<file path="src/rtl/usensor_pkg.sv">
// usensor_pkg: scheduler state encoding and default HC-SR04 timing at 50 MHz
package usensor_pkg;
  typedef enum logic [2:0] {IDLE, TRIG, WAIT_RISE, MEASURE, GUARD} state_t;
  localparam int TRIG_CYCLES  = 500;
  localparam int ECHO_TIMEOUT = 1900000;
  localparam int GUARD_CYCLES = 3000000;
endpackage

</file>
<file path="src/rtl/usensor_sync.sv">
// usensor_sync: 2-flop synchronizer for the raw echo pins
module usensor_sync #(
  parameter int W = 4
) (
  input  logic         clk,
  input  logic         reset,
  input  logic [W-1:0] d,
  output logic [W-1:0] q
);
  logic [W-1:0] meta;
  always_ff @(posedge clk or negedge reset)
    if (!reset) {q, meta} <= '0;
    else {q, meta} <= {meta, d};
endmodule

</file>
<file path="src/rtl/usensor_scheduler.sv">
// usensor_scheduler: round-robin trigger/echo-width measurement over several HC-SR04 sensors
module usensor_scheduler
  import usensor_pkg::*;
#(
  parameter int NUM_SENSORS  = 4,
  parameter int TRIG_CYCLES  = usensor_pkg::TRIG_CYCLES,
  parameter int ECHO_TIMEOUT = usensor_pkg::ECHO_TIMEOUT,
  parameter int GUARD_CYCLES = usensor_pkg::GUARD_CYCLES,
  parameter int CNT_W        = 22
) (
  input  logic                           clk,
  input  logic                           reset,
  input  logic                           enable,
  input  logic [NUM_SENSORS-1:0]         sensor_mask,
  input  logic [NUM_SENSORS-1:0]         echo,
  output logic [NUM_SENSORS-1:0]         trig,
  output logic                           busy,
  output logic                           result_valid,
  output logic [$clog2(NUM_SENSORS)-1:0] result_id,
  output logic [CNT_W-1:0]               result_width,
  output logic                           result_timeout
);
  localparam int ID_W = $clog2(NUM_SENSORS);
  localparam logic [CNT_W-1:0] TRIG_LAST  = CNT_W'(TRIG_CYCLES - 1);
  localparam logic [CNT_W-1:0] ECHO_MAX   = CNT_W'(ECHO_TIMEOUT);
  localparam logic [CNT_W-1:0] ECHO_LAST  = CNT_W'(ECHO_TIMEOUT - 1);
  localparam logic [CNT_W-1:0] GUARD_LAST = CNT_W'(GUARD_CYCLES - 1);
  state_t state, state_d;
  logic [CNT_W-1:0] cnt, cnt_d, width, width_d, fire_w;
  logic [ID_W-1:0] sel, sel_d, last, last_d, first, after, nxt;
  logic has_after, fire, fire_to, echo_sel;
  logic [NUM_SENSORS-1:0] echo_s;
  usensor_sync #(.W(NUM_SENSORS)) u_sync (.clk(clk), .reset(reset), .d(echo), .q(echo_s));
  assign echo_sel = echo_s[sel];
  assign busy = state != IDLE;
  assign nxt = has_after ? after : first;
  // Lowest set bit above last-served wins, else wrap to the lowest set bit overall.
  always_comb begin
    first = '0;
    after = '0;
    has_after = 1'b0;
    for (int i = NUM_SENSORS - 1; i >= 0; i--) begin
      if (sensor_mask[i]) first = ID_W'(i);
      if (sensor_mask[i] && i > int'(last)) begin
        after = ID_W'(i);
        has_after = 1'b1;
      end
    end
  end
  always_comb begin
    state_d = state;
    cnt_d = cnt + 1'b1;
    width_d = width;
    sel_d = sel;
    last_d = last;
    fire = 1'b0;
    fire_to = 1'b0;
    fire_w = '0;
    case (state)
      IDLE: begin
        cnt_d = '0;
        width_d = '0;
        if (enable && |sensor_mask) begin
          state_d = TRIG;
          sel_d = nxt;
        end
      end
      TRIG: if (cnt == TRIG_LAST) begin
        state_d = WAIT_RISE;
        cnt_d = '0;
      end
      WAIT_RISE: if (echo_sel) begin
        state_d = MEASURE;
        width_d = CNT_W'(1);
      end else if (cnt == ECHO_LAST) begin
        state_d = GUARD;
        cnt_d = '0;
        fire = 1'b1;
        fire_to = 1'b1;
      end
      MEASURE: if (!echo_sel) begin
        state_d = GUARD;
        cnt_d = '0;
        fire = 1'b1;
        fire_w = width;
      end else if (width == ECHO_LAST) begin
        state_d = GUARD;
        cnt_d = '0;
        fire = 1'b1;
        fire_to = 1'b1;
        fire_w = ECHO_MAX;
      end else width_d = width + 1'b1;
      GUARD: if (cnt == GUARD_LAST) begin
        state_d = IDLE;
        last_d = sel;
      end
      default: state_d = IDLE;
    endcase
  end
  // trig is registered from the next state so the sensor pins never see decode glitches.
  always_ff @(posedge clk or negedge reset)
    if (!reset) begin
      state <= IDLE;
      cnt <= '0;
      width <= '0;
      sel <= '0;
      last <= ID_W'(NUM_SENSORS - 1);
      trig <= '0;
      result_valid <= 1'b0;
      result_id <= '0;
      result_width <= '0;
      result_timeout <= 1'b0;
    end else begin
      state <= state_d;
      cnt <= cnt_d;
      width <= width_d;
      sel <= sel_d;
      last <= last_d;
      trig <= (state_d == TRIG) ? NUM_SENSORS'(1) << sel_d : '0;
      result_valid <= fire;
      if (fire) begin
        result_id <= sel;
        result_width <= fire_w;
        result_timeout <= fire_to;
      end
    end
endmodule

</file>
<file path="config.mk">
export PLATFORM = sky130hd
export DESIGN_NAME = usensor_scheduler
export DESIGN_NICKNAME = d
export VERILOG_FILES = /design/src/rtl/usensor_pkg.sv /design/src/rtl/usensor_sync.sv /design/src/rtl/usensor_scheduler.sv
export SDC_FILE = /design/constraint.sdc
export NUM_CORES = 1
export LEC_CHECK = 0
export BUFFER_PORTS_ARGS = -buffer_cell sky130_fd_sc_hd__clkbuf_2
export CAP_MARGIN = 20
export CORE_MARGIN = 3
export CORE_UTILIZATION = 53
export CTS_CLUSTER_DIAMETER = 30
export DETAILED_ROUTE_END_ITERATION = 8
export PLACE_DENSITY = 0.75
export SYNTH_ARGS = -nofsm -noshare
export SYNTH_HDL_FRONTEND = slang
export SYNTH_SLANG_ARGS = --single-unit
</file>
<file path="constraint.sdc">
create_clock -name clk -period 2.25 [get_ports clk]
set_input_delay 0.1125 -clock clk [delete_from_list [all_inputs] [get_ports clk]]
set_output_delay 0.1125 -clock clk [all_outputs]
set_load 0.05 [all_outputs]
</file>
==> flow_metrics.tcl <==
set metrics [dict create \
    r2r_start "sel[0]$_DFF_PN0_" \
    grt_overflow_total 0 \
    max_clock_freq_ghz 0.4664 \
    ios 42 \
    cap_violations 0 \
    drt_first_iter_violations 236 \
    vdd_drop_max_mv 0.4527 \
    setup_tns_ps 0 \
    grt_antenna_before_repair 0 \
    hp-start "enable" \
    synth-main-ff-cell "dfrtp_1" \
    cts_buffers 9 \
    syn_inst 402 \
    die_h_um 94.92 \
    ys_ff_latch 89 \
    p_per_area_nw_per_um2 530.8 \
    drtAntennaViolNets 0 \
    worst_pin_slew_ps 594.0 \
    synthAdderAreaFrac 0.005972 \
    portBuffers 41 \
    cts_setup_buffers 0 \
    wl_per_cell_um 15.88 \
    synthMuxAreaShare 0.01881 \
    cts_root_buffer "clkbuf_8" \
    synth_area_um2 4190 \
    setup_viol 0 \
    cp.required_ps 2540 \
    clk_pin_slew_ps 90 \
    grt.total_usage 0.2248 \
    synthXorXnorAreaFrac 0.05225 \
    synth_edf_count 0 \
    start_util 0.5627 \
    grt_pass1_vias 3347 \
    timing.final.crit_share 0.9530 \
    synthSimpleGateAreaFrac 0.2251 \
    rows 31 \
    min_to "sel[0]$_DFF_PN0_" \
    synth_top_family_by_area "simple AND/OR/NAND/NOR gates" \
    n_antenna_cell 0 \
    cts_buffer_depth 2 \
    rsz0062_at_grt "yes" \
    synth_cell_types 58 \
    syn_avg_cell_area_um2 10.42 \
    viasPerCell 5.878 \
    dp_hpwl_mm 6.601 \
    rrSetupSlack_ps 110 \
    drt-total-wl_mm 9.400 \
    yosys_warnings 0 \
    layout-drive-gt1-share 0.2535 \
    htreeDepth 3 \
    cp.arrival_ps 2430 \
    synth_nets 415 \
    r2r_cells 5 \
    hold_path_depth 4 \
    fp.dieW_um 94.92 \
    clock_latency_ps 360 \
    status "complete, no violations" \
    grt_pass1_wl_mm 15.77 \
    slew_headroom 0.6040 \
    yosysSeqAreaShare 0.5321 \
    r2r-end "width[19]$_DFFE_PN0P_" \
    final_area_um2 5074 \
    fin_crit_ps 2144 \
    grt_max_degree 48 \
    slew_viol_final 0 \
    cts_tree "yes" \
    worst-path-max-fanout 28 \
    hold_path_class "input port to flip-flop" \
    hold_viol_final 0 \
    synth_compound_area_frac 0.1368 \
    end_kind "flip-flop" \
    gp_congestion 0.8711 \
    crit_type "flip-flop to flip-flop" \
    ys_async_sr_fraction 1.000 \
    placeableCoreArea_um2 7447 \
    dieArea_um2 9009 \
    p_leak_nw 2.337 \
    fin_skew_ps 8.572 \
    placed_area_um2 4781 \
    crit_path_start_kind "flip-flop" \
    fin_util 0.6813 \
    final_nets 501 \
    dr.pass1.iters 4 \
    cp-startpoint "sel[0]$_DFF_PN0_" \
    drc 0 \
    syn2layout_area_growth_pct 21.08 \
    finalPower_mw 2.693 \
    cts_sinks 89 \
    num_vias 3480 \
]
## layout by cell type (no fill, tap or decap), types with 5 or more instances in the layout
master / n
o2bb2ai_1: 13
xnor2_1: 11
nand2_1: 30
buf_4: 42
clkbuf_2: 40
dfrtp_1: 87
inv_1: 10
nand3_1: 18
a22o_1: 9
or3_1: 7
o31ai_1: 5
nor4_1: 8
o21ai_0: 12
dlygate4sd3_1: 5
and3_1: 5
or4_1: 10
nor2_1: 56
xor2_1: 14
nor3_1: 7
clkbuf_8: 9
nand4_1: 9
mux2_2: 5
a21oi_1: 16
## power by group
group          leakage [nW]  total, mW  internal (mW)  switching, mW
clock network        0.0801       1.00          0.410          0.593
logic                  1.06     0.0827         0.0274         0.0553
registers              1.19       1.61           1.61        0.00162
total                  2.34       2.69           2.04          0.650
## state kept, by name (all words and copies together), names as in the netlist
| register | cells |
|---|---|
| u_sync.q | 4 |
| result_width | 22 |
| result_timeout | 1 |
| result_id | 2 |
| result_valid | 1 |
| width | 22 |
| last | 2 |
| trig | 4 |
| state | 3 |
| u_sync.meta | 4 |
| sel | 2 |
| cnt | 22 |
## Yosys cell counts, types with 4 or more instances
| library cell | count | share of area |
|---|---|---|
| o21ai_0 | 12 | 0.014 |
| xnor2_1 | 11 | 0.023 |
| nor4_1 | 9 | 0.013 |
| mux2_2 | 5 | 0.013 |
| xor2_1 | 14 | 0.029 |
| nand2_1 | 30 | 0.027 |
| or4_1 | 11 | 0.020 |
| or3_1 | 8 | 0.012 |
| nor3_1 | 7 | 0.0084 |
| nand4_1 | 9 | 0.013 |
| buf_4 | 4 | 0.0072 |
| buf_2 | 4 | 0.0048 |
| clkbuf_1 | 4 | 0.0036 |
| inv_1 | 10 | 0.0090 |
| a21oi_1 | 17 | 0.020 |
| nand3_1 | 18 | 0.021 |
| a22o_1 | 9 | 0.019 |
| nor2_1 | 56 | 0.050 |
| o2bb2ai_1 | 13 | 0.027 |
| o31ai_1 | 5 | 0.0090 |
| and3_1 | 5 | 0.0075 |
| dfrtp_1 | 87 | 0.52 |
## cell type report
class / instances / area [um2]
Fill cell: 574 / 2374
Sequential cell: 89 / 2230
Multi-Input combinational cell: 288 / 1902
Timing Repair Buffer: 90 / 608.1
Clock buffer: 11 / 131.4
Tap cell: 99 / 123.9
Clock inverter: 5 / 41.29
Inverter: 10 / 37.54
## timing repair
item | in CTS | in global routing
setup endpoints to repair | 0 | 52
endpoints found under the hold margin | 49 | 0
gates resized for setup | 0 | 13
hold buffers | 5 | 0
## cell families (layout without fill, tap and decap cells)
logic type      after synthesis  count (layout)
fa+ha+maj                     2               2
simple gates                178             178
compound gates               77              77
mux                           6               6
buf+inv                      25             116
flops                        89              89
xor+xnor                     25              25
## worst max-delay path, cell delays in order (launching register included)
cell and delay (ps):
dfrtp_1 410, mux4_2 420, a21oi_1 130, a211o_4 390, or4_1 550, a21oi_1 170
## worst max path at each step
stage,to,cells past startpoint
after CTS,width[10]$_DFFE_PN0P_,5
after global placement,width[7]$_DFFE_PN0P_,5
final,width[19]$_DFFE_PN0P_,5
after detailed placement,width[10]$_DFFE_PN0P_,5
after global routing,result_id[1]$_DFFE_PN0P_,7
after floorplan,result_width[4]$_DFFE_PN0P_,7
## metrics by stage
step                hold slack [ps]  setup slack [ps]  cells
global placement              162.3             71.69    571
CTS                           218.7             13.58    592
finish                        235.6             105.7    592
global route                  228.5            -39.85    592
detailed placement            166.0             30.56    571
floorplan                    -183.1             55.36    402
## per-layer routing
metal | GRT usage | vias up | routed length, um
li1 | - | 1634 | -
met4 | 0.08774 | 0 | 198
met2 | 0.3658 | 73 | 4606
met5 | 0 | - | 0
met1 | 0.2977 | 1755 | 4195
met3 | 0.04223 | 18 | 400
(Power assumes the default switching activity.)
